<file path="src/rtl/fir_avmm_host.sv">
// Avalon-MM initiator feeding the FIR CSR slave from a sample stream.
// Per sample: shift the window, write it out, settle, read the result, return it.
//
// Ports:
//   clk, rst_n        clock, asynchronous active-low reset
//   clr               window clear, honoured only while idle
//   s_valid/s_ready   8-bit sample input stream (s_data)
//   m_valid/m_ready   18-bit result output stream (m_data)
//   busy              high whenever a sample is in flight
//   chipselect, write, read, address, writedata, readdata
//                     Avalon-MM initiator port to the FIR slave
module fir_avmm_host #(
    parameter int N_TAPS        = 8,
    parameter int SETTLE_CYCLES = 2,
    parameter int READ_LAT      = 1,
    parameter int RESULT_ADDR   = 8
) (
    input  logic        clk,
    input  logic        rst_n,
    input  logic        clr,
    input  logic        s_valid,
    output logic        s_ready,
    input  logic [7:0]  s_data,
    output logic        m_valid,
    input  logic        m_ready,
    output logic [17:0] m_data,
    output logic        busy,
    output logic        chipselect,
    output logic        write,
    output logic        read,
    output logic [3:0]  address,
    output logic [31:0] writedata,
    input  logic [31:0] readdata
);

    localparam int IDXW = (N_TAPS > 1) ? $clog2(N_TAPS) : 1;
    localparam int MAXC = (SETTLE_CYCLES > READ_LAT) ? SETTLE_CYCLES : READ_LAT;
    localparam int CW   = (MAXC > 1) ? $clog2(MAXC) : 1;

    localparam logic [IDXW-1:0] IDX_LAST = IDXW'(N_TAPS - 1);
    localparam logic [CW-1:0]   SET_LAST =
        CW'((SETTLE_CYCLES > 0) ? SETTLE_CYCLES - 1 : 0);
    localparam logic [CW-1:0]   RD_LAST  = CW'(READ_LAT - 1);

    typedef enum logic [2:0] {
        S_IDLE,
        S_WRITE,
        S_SETTLE,
        S_READ,
        S_RWAIT,
        S_OUT
    } state_t;

    state_t          state;
    state_t          state_nx;
    logic [IDXW-1:0] idx;
    logic [CW-1:0]   cnt;
    logic [7:0]      win [N_TAPS];

    // Only the low 18 bits of the result register carry the filter output.
    logic unused_rd_hi;
    assign unused_rd_hi = ^readdata[31:18];

    assign s_ready = (state == S_IDLE) && !clr;
    assign m_valid = (state == S_OUT);
    assign busy    = (state != S_IDLE);

    always_ff @(posedge clk or negedge rst_n) begin
        if (!rst_n) begin
            state  <= S_IDLE;
            idx    <= '0;
            cnt    <= '0;
            m_data <= '0;
            for (int i = 0; i < N_TAPS; i++) win[i] <= '0;
        end else begin
            state <= state_nx;
            unique case (state)
                S_IDLE: begin
                    if (clr) begin
                        for (int i = 0; i < N_TAPS; i++) win[i] <= '0;
                    end else if (s_valid) begin
                        for (int i = N_TAPS - 1; i > 0; i--) win[i] <= win[i-1];
                        win[0] <= s_data;
                        idx    <= '0;
                    end
                end
                S_WRITE: begin
                    idx <= idx + 1'b1;
                    cnt <= '0;
                end
                S_SETTLE: cnt <= cnt + 1'b1;
                S_READ:   cnt <= '0;
                S_RWAIT: begin
                    cnt <= cnt + 1'b1;
                    if (cnt == RD_LAST) m_data <= readdata[17:0];
                end
                default: ;
            endcase
        end
    end

    // Bus outputs decode straight from state so reset drops strobes at once.
    always_comb begin
        state_nx   = state;
        chipselect = 1'b0;
        write      = 1'b0;
        read       = 1'b0;
        address    = '0;
        writedata  = '0;
        unique case (state)
            S_IDLE: begin
                if (!clr && s_valid) state_nx = S_WRITE;
            end
            S_WRITE: begin
                chipselect = 1'b1;
                write      = 1'b1;
                address    = 4'(idx);
                writedata  = {24'b0, win[idx]};
                if (idx == IDX_LAST)
                    state_nx = (SETTLE_CYCLES == 0) ? S_READ : S_SETTLE;
            end
            S_SETTLE: begin
                if (cnt == SET_LAST) state_nx = S_READ;
            end
            S_READ: begin
                chipselect = 1'b1;
                read       = 1'b1;
                address    = 4'(RESULT_ADDR);
                state_nx   = S_RWAIT;
            end
            S_RWAIT: begin
                if (cnt == RD_LAST) state_nx = S_OUT;
            end
            S_OUT: begin
                if (m_ready) state_nx = S_IDLE;
            end
            default: state_nx = S_IDLE;
        endcase
    end

endmodule

</file>
<file path="config.mk">
export PLATFORM = sky130hd
export DESIGN_NAME = fir_avmm_host
export DESIGN_NICKNAME = d
export VERILOG_FILES = /design/src/rtl/fir_avmm_host.sv
export SDC_FILE = /design/constraint.sdc
export NUM_CORES = 1
export LEC_CHECK = 0
export BUFFER_PORTS_ARGS = -buffer_cell sky130_fd_sc_hd__buf_2
export CAP_MARGIN = 20
export CORE_MARGIN = 2
export CORE_UTILIZATION = 35
export CTS_CLUSTER_SIZE = 24
export DETAILED_ROUTE_END_ITERATION = 7
export GPL_TIMING_DRIVEN = 0
export PLACE_DENSITY = 0.65
export SLEW_MARGIN = 5
export SYNTH_ARGS = -nofsm -noshare
export SYNTH_HDL_FRONTEND = slang
export SYNTH_SLANG_ARGS = --single-unit
</file>
<file path="constraint.sdc">
create_clock -name clk -period 3.7 [get_ports clk]
set_input_delay 0 -clock clk [delete_from_list [all_inputs] [get_ports clk]]
set_output_delay 0 -clock clk [all_outputs]
set_load 0.02 [all_outputs]
</file>
==> run summary, run 1 <==
The flow ran to the end, and the final reports show no timing, DRC or antenna violations. The number of buffers created by CTS was 9; the layout overhead on the synthesized area was 28.8%. Counting buffers and inverters, the worst setup path is 6 cells deep. Simple-gate portion of the synthesized area: 0.0545.

The H-tree generated during clock tree synthesis spans 3 levels. The tools report the cell area after synthesis as 0.00420 mm^2. From bottom edge to top edge, the die measures 114 um. For the maximum count of clock buffers along a single path, the log shows 2.

The summed negative setup slack over all endpoints came out at 0 ns. The sequential-to-total area share from yosys stat was 0.530. The tools report the count of buffers added by post-CTS timing repair for setup as 0. For the worst clock skew, the log shows 0.0130 ns.

For the placeable core region, the log shows 0.0119 mm^2. After clock tree synthesis, the clock-pin slew on the worst setup and hold paths is 0.07 ns. The total wire length after detailed routing was 9110 um; the final count of negative-setup-slack endpoints was 0. The via count of the first global-routing pass was 2927. The final critical-path share of the clock period is 0.607.

Broken down by cell family, the worst path's largest delay share belongs to buffers and inverters. The synthesized-area fraction occupied by ao, oa, aoi and oai cells was 0.181; the initial standard-cell utilization of the core was 0.354. In the layout the commonest cells are dfrtp_1 (89), buf_2 (75), a22o_1 (64). The total overflow left after global routing is 0. The placed cell area was 0.00483 mm^2; the DRC violations left was 0.

The run gives 0.148 as the total routing resource utilization after global routing. On the worst path, the slowest cell contributes a delay of 0.49 ns. The first routing iteration left 141 violations. Counting flops with a built-in enable in the synthesized netlist gives 0. Yosys printed 0 warnings. The count of placed standard cells in the final layout, fillers left out is 607, and the TritonCTS sink count is 89. Final design instance area without fill: 0.00541 mm^2.

For the max capacitance violation total, the log shows 0. The number of cells on the worst reg-to-reg path is 4, and the number of iterations in the first detailed-routing pass is 4. Summed over all cells, the static leakage comes to 2.77 nW.

The floorplan die area is 0.0129 mm^2. The final net count came out at 502. The detail-routed via count per cell works out to 4.92. Prior to clock tree synthesis, the placed netlist has a worst setup slack of 1.82 ns. The relative slew slack is 0.553, and the data required time of the critical path is 3.70 ns. For the pin with the worst max-slew slack, the measured transition is 0.668 ns. The number of antenna diodes in the final layout is 0. The logs give 445 MHz for the achievable frequency and 0 for the max-slew violation count.

In this run the horizontal extent of the chip is 114 um. Counting the fill cells in the layout gives 1094. The post-synthesis sequential element count came out at 89.

The run gives 2985 as the via count. Leaving out fill and tap cells, the most frequent cell in the layout is dfrtp_1. The share of async-settable or async-resettable flops after synthesis was 1.00. Entering global routing, the biggest net connects 68 pins. The xor/xnor share of the synthesized area was 0.00208.

The start-to-end type of the worst setup path is register to output pin. Of all nets on the critical path, the largest fanout is 10. During placement, the flow inserted port buffers numbering 66. The number of I/O pins is 105, and the number of endpoints with negative hold slack in the final report is 0. In this run the clock root is driven by a clkbuf_16. The worst path needs 2.25 ns of the cycle, external delays included.

Number of nets with antenna violations after routing: 0. Setup repair after global routing left no endpoint under its margin. The synthesized-area fraction occupied by adder cells is 0.00595. The signal on the critical path passes through clkbuf_1 -> or3b_1 -> inv_1 -> buf_2 -> and3_1 -> buf_2. For the final weighted congestion in routability-driven placement, the log shows 0.809. The initialized floorplan defines 40 standard-cell rows. The share of post-route cells with drive strength above 1 works out to 0.328.

After synthesis, the largest family of logic cells by area is compound AO/OA/AOI/OAI gates. After synthesis, the mean cell area works out to 12.9 um^2. For the number of antenna violations at the first check in global routing, the log shows 0.

The maximum VDD drop was 0.262 mV. The run gives 563 as the number of cells in the design after placement. Cell with the largest stage delay on the worst path: or3b_1. TritonCTS built the clock tree.

STA classifies the critical path startpoint as a register. The synthesized instance count was 326; the count of buffer and inverter cells on the critical path was 4. The tools report the arrival time of data at the critical path endpoint as 2.25 ns. The count of unique library cells instantiated by Yosys was 34; the half-perimeter wire length of the detailed placement result was 6470 um. The completed layout was analyzed and its total power is 0.00390 W.

The cell that appears most often on the critical path is buf_2. Dividing total power by cell area gives a power density of 721 mW/mm^2. STA classifies the critical path endpoint as an output pin.

The most used flip-flop cell after synthesis is dfrtp_1. The slack of the critical path was 1.45 ns; the portion of netlist area occupied by mux cells was 0.133. The routed length per placed instance works out to 15.0 um. The global-route wire length before repair came out at 15000 um. The later pin in the worst-skew pair is clocked with a latency of 0.34 ns. The min-delay analysis places its worst path in the category primary input to async pin.
stage by stage:
step,hold WS (ns),utilization
after floorplan,-0.296,-
after global placement,0.219,0.405
after detailed placement,-0.0746,0.408
after CTS,0.112,0.456
after global routing,0.143,0.456
final,0.106,0.456
cells in the mapped netlist, types with 5 or more instances:
library cell	instances	area share
dfrtp_1	89	0.53
buf_4	28	0.050
mux2_4	10	0.036
mux2_2	8	0.021
nor2_1	5	0.0045
nor2b_1	6	0.0089
nand2_1	7	0.0063
buf_2	10	0.012
and2_1	5	0.0074
a22oi_1	16	0.029
and3_1	8	0.012
o21ai_0	5	0.0060
mux2i_1	32	0.076
a22o_1	64	0.13
buf_6	8	0.021
flip-flops by register name (all words and copies together), names as in the netlist:
name / flops
win: 64
m_data: 18
idx: 3
state: 3
cnt: 1
final cells by class:
cell class	count	area [um^2]	area share
Sequential cell	89	2230	0.411
Multi-Input combinational cell	207	1680	0.309
Timing Repair Buffer	95	641	0.118
Buffer	51	380	0.0703
Clock buffer	9	225	0.0416
Tap cell	147	184	0.0340
Clock inverter	7	73.8	0.0136
Inverter	2	7.51	0.00139
timing repair:
action                                 CTS  global route
hold buffers                            28             0
endpoints found under the hold margin  116             0
gates resized for setup                  0             0
report_power, final:
| part | switching, W | leakage [nW] | internal (W) | total (W) |
|---|---|---|---|---|
| clock | 0.000420 | 0.147 | 0.000477 | 0.000897 |
| combinational | 0.000961 | 1.42 | 0.000722 | 0.00168 |
| sequential | 0.000145 | 1.20 | 0.00118 | 0.00132 |
| total | 0.00153 | 2.77 | 0.00238 | 0.00390 |
worst paths after layout:
kind                                 to  slack [ns]     start
setup / recovery           writedata[5]        1.45  state[2]
hold / removal                      cnt        0.11     rst_n
setup reg to reg             m_data[10]        1.85  state[0]
hold reg to reg                  win[5]        0.51    win[5]
max in group asynchronous       win[14]        2.94     rst_n
min in group clk               state[0]        0.14       clr
logic make-up (layout without fill, tap and decap cells):
logic type      after synthesis  after routing
mux                          50             50
flops                        89             89
buf+inv                      53            164
simple gates                 37             37
other cells                   1             24
compound gates               93             93
xor+xnor                      1              1
fa+ha+maj                     2              2
routing by layer:
layer  track usage  part of all wire
met5             0                 0
met4        0.0732             0.019
met3        0.0202             0.031
met2         0.241              0.50
met1         0.195              0.45
Power figures use the tool's default switching activity.
==> run 2: changes to the inputs <==
==> constraint.sdc (replaced) <==
create_clock -name clk -period 2.3 [get_ports clk]
set_input_delay 0 -clock clk [delete_from_list [all_inputs] [get_ports clk]]
set_output_delay 0 -clock clk [all_outputs]
set_load 0.02 [all_outputs]
==> run summary, run 2 (synthesis gave the netlist of run 1 again) <==
The max-slew violation count is 0 (unchanged). The run finished with clean final reports. The number of antenna violations at the first check in global routing is 0 (unchanged). The internal power component was 0.00384 W (was 0.00238 W). The register with the highest flop count is win (unchanged). The final global-route overflow total was 0 (unchanged); the TritonCTS sink count was 89 (unchanged).

The element type at the critical path end was an output pin (unchanged). For the maximum VDD drop, the log shows 0.414 mV (was 0.262 mV). The tools report the switching power total as 0.00245 W (was 0.00153 W). The final net count was 501 (was 502). The number of nets with antenna violations after routing is 0 (unchanged). The violation count after the first detailed-route iteration came out at 137 (was 141). For the H-tree level count, the log shows 3 (unchanged). The clock edge transition at the registers on the reported setup and hold paths is 0.07 ns (about the same). The share of post-route cells with drive strength above 1 was 0.331 (was 0.328); the power per standard cell area was 1160 mW/mm^2 (was 721 mW/mm^2). The via count was 2961 (was 2985); the maximum count of clock buffers along a single path was 2 (unchanged). Routed length per placed instance: 15.1 um (was 15.0 um). The largest net degree at the start of global routing was 68 (unchanged). Final count of negative-setup-slack endpoints: 0 (unchanged). The chip width was 114 um (unchanged); the relative slew slack was 0.554 (was 0.553). The arrival time of data at the critical path endpoint was 2.13 ns (was 2.25 ns); the row count was 40 (unchanged).

The routed design could run at a clock period as short as 2.13 ns. The tools report the initial standard-cell utilization of the core as 0.354 (unchanged). Derived from the worst setup path, the maximum achievable clock frequency is 469 MHz. The max capacitance violation total was 0 (unchanged). The run gives 0.457 (was 0.456) as the share of the core filled with cells.

The number of cells on the worst reg-to-reg path was 4 (unchanged); the worst-margin pin slew was 0.666 ns (was 0.668 ns). Maximum fanout encountered on the critical timing path: 10 (unchanged). The proportion of power drawn by the clock network came out at 0.229 (was 0.230).

The number of I/O port buffers was 66 (unchanged). Number of buffers created by CTS: 9 (unchanged). The worst clock skew is 0.0154 ns (was 0.0130 ns). The net switching share of the total power came out at 0.390 (was 0.391). The tools report the fraction of power consumed by sequential logic as 0.339 (about the same). For the DRC violations left, the log shows 0 (unchanged).

The final critical-path share of the clock period is 0.928, and the via count of the first global-routing pass is 2927 (unchanged). The run gives 0.0119 mm^2 (unchanged) as the placeable core region. The tools report the data required time of the critical path as 2.30 ns (was 3.70 ns). The logs give 4 (unchanged) for the number of iterations in the first detailed-routing pass and 2.77 nW (about the same) for the leakage dissipation.

The number of endpoints with negative hold slack in the final report came out at 0 (unchanged). The final weighted congestion in routability-driven placement came out at 0.809 (unchanged). The type of origin of the critical path was a register (unchanged).

The number of I/O pins is 105 (unchanged). Leading cell type in the layout, fill and taps excluded: dfrtp_1 (unchanged). The class of the most critical hold timing path is primary input to async pin (unchanged). The clock latency of the later-clocked register in the worst-skew pair was 0.34 ns (about the same); the detail-routed via count per cell was 4.89 (was 4.92). The master cell of the clock root buffer was clkbuf_16 (unchanged). The worst hold margin is 0.105 ns (was 0.106 ns), and the layout overhead on the synthesized area is 28.8% (about the same). Setup repair after global routing left no endpoint under its margin. Start-to-end type of the worst setup path: register to output pin (unchanged).

The flip-flop count of the largest register, all copies and words added is 64 (unchanged), and the total wire length after detailed routing is 9130 um (was 9110 um). The global-route wire length before repair was 15000 um (unchanged). Registers with the highest flip-flop counts: win x64, m_data x18 (unchanged). The combinational group share of total power was 0.432 (was 0.431); the count of buffers added by post-CTS timing repair for setup was 0 (unchanged). For the floorplan die area, the log shows 0.0129 mm^2 (unchanged). The summed negative setup slack over all endpoints is 0 ns (unchanged). The tools report the count of inserted antenna diode cells as 0 (unchanged).

The run gives 6470 um (unchanged) as the half-perimeter wire length of the detailed placement result. Top library cells by usage in the layout, fill and taps aside: dfrtp_1 (89), buf_2 (74), a22o_1 (64) (was dfrtp_1 (89), buf_2 (75), a22o_1 (64)). TritonCTS built the clock tree.

Worst reg-to-reg setup slack: 0.45 ns (was 1.85 ns). The tools report the total routing resource utilization after global routing as 0.148 (unchanged). The overall die height is 114 um (unchanged).
[run 2: repair_timing]
| item | 4_1_cts | 5_1_grt |
|---|---|---|
| gates resized for setup | 0 | 2 |
| hold endpoints to repair | 116 | 0 |
| hold buffers | 28 | 0 |
| setup endpoints to repair | 0 | 7 |
[run 2: area by class of cell]
class,count,area [um^2]
flip-flops and latches,89,2230
fillers,1095,6450
plain buffers,50,379
clock inverters,7,73.8
clock buffers,9,225
well taps,147,184
inverters,2,7.51
repair buffers,95,641
multi-input cells,207,1680
[run 2: power by group through the flow]
stage	combinational, W	sequential, W	clock (W)
finish	0.00272	0.00213	0.00144
global route	0.00294	0.00218	0.00154
CTS	0.00274	0.00213	0.00147
detailed placement	0.00270	0.00216	0
global placement	0.00264	0.00214	0
floorplan	0.00174	0.00229	0
[run 2: path summary, 6_finish.rpt]
check | start | end
hold / removal | rst_n | cnt
setup / recovery | state[1] | writedata[5]
hold reg to reg | win[5] | win[5]
max in group asynchronous | rst_n | win[6]
setup reg to reg | state[0] | m_data[10]
min in group clk | clr | state[0]
[run 2: metal layers]
layer	track usage	vias to the layer above	part of all wire
li1	-	1429	-
met1	0.195	1465	0.45
met2	0.241	53	0.49
met3	0.0202	14	0.029
met4	0.0732	0	0.024
met5	0	-	0
[run 2: critical path, cell delays in order (launching register included)]
cell	delay (ns)
dfrtp_1	0.41
buf_2	0.19
or3b_4	0.41
inv_1	0.17
clkbuf_4	0.23
and3_1	0.20
buf_2	0.18
[run 2: per-stage QoR]
stage	power (W)	worst slack, ns	instance area (um^2)	std cells
4_1_cts	0.00634	0.0506	5410	607
6_report	0.00629	0.166	5420	606
3_3_place_gp	0.00478	0.438	4800	562
2_1_floorplan	0.00403	0.636	4290	349
3_5_place_dp	0.00486	0.420	4830	563
5_1_grt	0.00667	0.0700	5420	606
==> run 3: changes to the inputs <==
--- a/config.mk
+++ b/config.mk
@@ -5,14 +5,14 @@
 export SDC_FILE = /design/constraint.sdc
 export NUM_CORES = 1
 export LEC_CHECK = 0
-export BUFFER_PORTS_ARGS = -buffer_cell sky130_fd_sc_hd__buf_2
 export CAP_MARGIN = 20
 export CORE_MARGIN = 2
 export CORE_UTILIZATION = 35
 export CTS_CLUSTER_SIZE = 24
 export DETAILED_ROUTE_END_ITERATION = 7
+export DONT_BUFFER_PORTS = 1
 export GPL_TIMING_DRIVEN = 0
-export PLACE_DENSITY = 0.65
+export PLACE_DENSITY = 0.58
 export SLEW_MARGIN = 5
 export SYNTH_ARGS = -nofsm -noshare
 export SYNTH_HDL_FRONTEND = slang
==> run summary, run 3 (synthesis gave the netlist of run 1 again) <==
The type of origin of the critical path is a register (unchanged). The logs give 0 (unchanged) for the count of inserted antenna diode cells and 0.00510 mm^2 (was 0.00542 mm^2) for the final design instance area without fill. The logs give 0.00447 mm^2 (was 0.00483 mm^2) for the placed cell area and 0.00607 W (was 0.00629 W) for the overall power after layout. The data required time of the critical path was 2.30 ns (about the same); the maximum VDD drop was 0.429 mV (was 0.414 mV).

The flip-flop count of the largest register, all copies and words added is 64 (unchanged), and the total routing resource utilization after global routing is 0.146 (was 0.148). For the arrival time of data at the critical path endpoint, the log shows 2.13 ns (about the same). The number of antenna violations at the first check in global routing was 0 (unchanged).

The largest net degree at the start of global routing was 90 (was 68); the worst clock skew was 0.00431 ns (was 0.0154 ns). The maximum count of clock buffers along a single path is 2 (unchanged), and the routed length per placed instance is 16.5 um (was 15.1 um). The share of post-route cells with drive strength above 1 is 0.221 (was 0.331), and the number of cells on the critical path is 5 (was 6).

TritonCTS built the clock tree. The number of cells on the worst reg-to-reg path works out to 6 (was 4). The initial standard-cell utilization of the core was 0.354 (unchanged); the max-slew violation count was 0 (unchanged).

The clock edge transition at the registers on the reported setup and hold paths is 0.06 ns (was 0.07 ns), and the final weighted congestion in routability-driven placement is 0.821 (was 0.809). The run gives 3 (unchanged) as the H-tree level count. Cell family with the largest share of critical-path delay: simple AND/OR/NAND/NOR gates (was buffers and inverters).

The number of cells in the design after placement was 496 (was 563); the row count was 40 (unchanged). The clock latency of the later-clocked register in the worst-skew pair is 0.33 ns (was 0.34 ns), and the final net count is 437 (was 501). The achievable frequency was 469 MHz (about the same). The chip width was 114 um (unchanged); the max capacitance violation total was 0 (unchanged). The violation count after the first detailed-route iteration is 120 (was 137). The tools report the element type at the critical path end as an output pin (unchanged).

The run gives 89 (unchanged) as the TritonCTS sink count. The maximum fanout encountered on the critical timing path was 10 (unchanged); the DRC violations left was 0 (unchanged). The global-route wire length before repair was 14700 um (was 15000 um). Top library cells by usage in the layout, fill and taps aside: dfrtp_1 (89), a22o_1 (64), mux2i_1 (32) (was dfrtp_1 (89), buf_2 (74), a22o_1 (64)).

The via count was 2713 (was 2961). The total wire length after detailed routing is 8910 um (was 9130 um). The power per standard cell area is 1190 mW/mm^2 (was 1160 mW/mm^2), and the number of I/O port buffers is 0 (was 66). The run gives 9 (unchanged) as the number of buffers created by CTS.

The overall die height was 114 um (unchanged). The cell with the largest stage delay on the worst path is or3b_1 (was dfrtp_1). The leakage dissipation is 2.48 nW (was 2.77 nW), and the detail-routed via count per cell is 5.01 (was 4.89).

The run gives 0.0129 mm^2 (unchanged) as the floorplan die area. The tools report the master cell of the clock root buffer as clkbuf_16 (unchanged). The number of iterations in the first detailed-routing pass was 4 (unchanged).

The register with the highest flop count was win (unchanged). The final count of negative-setup-slack endpoints is 0 (unchanged). Worst hold endpoint: s_ready.

Worst-margin pin slew: 0.680 ns (was 0.666 ns). The tools report the relative slew slack as 0.544 (was 0.554). The count of buffer and inverter cells on the critical path works out to 3 (was 4).

The run gives 2732 (was 2927) as the via count of the first global-routing pass. The number of endpoints with negative hold slack in the final report was 0 (unchanged); the time the final worst path needs with I/O delays and setup was 2.13 ns (about the same). The final critical-path share of the clock period is 0.927 (was 0.928).

For the number of I/O pins, the log shows 105 (unchanged). The count of placed standard cells in the final layout, fillers left out came out at 541 (was 606). The worst reg-to-reg setup slack is 0.35 ns (was 0.45 ns). The tools report the summed negative setup slack over all endpoints as 0 ns (unchanged). The run finished with clean final reports. The biggest cell delay along the critical path came out at 0.52 ns (was 0.41 ns).

In this run the most critical hold path is launched from clr. Class of the most critical hold timing path: primary input to output pin (was primary input to async pin). The run gives 0 (unchanged) as the number of nets with antenna violations after routing.

The reg-to-reg startpoint is idx[1] (was state[0]). Registers with the highest flip-flop counts: win x64, m_data x18 (unchanged). Setup repair after global routing left no endpoint under its margin. The layout overhead on the synthesized area is 21.3% (was 28.8%). The start-to-end type of the worst setup path is register to output pin (unchanged).

The tools report the capturing point of the worst reg2reg path as state[0] (was m_data[10]). The placeable core region is 0.0119 mm^2 (unchanged). The half-perimeter wire length of the detailed placement result came out at 6090 um (was 6470 um). Critical-path cell list: clkbuf_1 -> or3b_1 -> inv_2 -> clkbuf_4 -> and3_2 (was buf_2 -> or3b_4 -> inv_1 -> clkbuf_4 -> and3_1 -> buf_2). For the final global-route overflow total, the log shows 0 (unchanged). Number of cells traversed by the worst hold path: 1.

The leading cell type in the layout, fill and taps excluded was dfrtp_1 (unchanged).
## run 3: cell types whose count changed in the layout (fill, tap and decap cells not counted), sizes merged
cell,before,now
buf,116,50
clkbuf,10,15
clkinv,4,0
inv,5,2
bufinv,0,1
clkinvlp,0,1
dlygate4sd3,28,29
## run 3: per-stage QoR
step / hold slack, ns / setup slack (ns) / util
after floorplan: -0.296 / 0.636 / -
after global placement: -0.294 / 0.400 / 0.377
after detailed placement: -0.294 / 0.357 / 0.377
after CTS: 0.0830 / 0.0192 / 0.429
after global routing: 0.0836 / 0.0427 / 0.430
final: 0.0826 / 0.169 / 0.430
## run 3: worst max path at each step
| stage | startpoint | endpoint |
|---|---|---|
| finish | state[2] | writedata[5] |
| global route | state[2] | writedata[3] |
| CTS | state[2] | writedata[6] |
| detailed placement | state[2] | writedata[3] |
| global placement | state[2] | writedata[3] |
| floorplan | state[0] | m_data[10] |
## run 3: per-layer routing
metal  share of wire  track usage  up-vias
met3           0.029       0.0197       16
met5               0            0        -
met1            0.46        0.195     1358
met2            0.48        0.233       48
li1                -            -     1291
met4           0.029       0.0740        0
## run 3: timing repair
item / 4_1_cts / 5_1_grt
endpoints found under the hold margin: 117 / 0
endpoints found under the setup margin: 2 / 7
gates resized for setup: 2 / 4
setup buffers: 0 / 0
hold buffers: 30 / 0
## run 3: layout make-up
cell class,count,area [um^2]
sequential,89,2230
buffer,51,383
multi-input combinational,207,1680
inverter,2,7.51
fill,1076,6760
tap,147,184
clock buffer,13,260
clock inverter,2,37.5
timing repair buffer,30,318
## run 3: where the power goes
part           internal [W]  switching (W)  total (W)
combinational      0.000968        0.00127    0.00224
sequential          0.00189       0.000463    0.00236
clock              0.000896       0.000572    0.00147
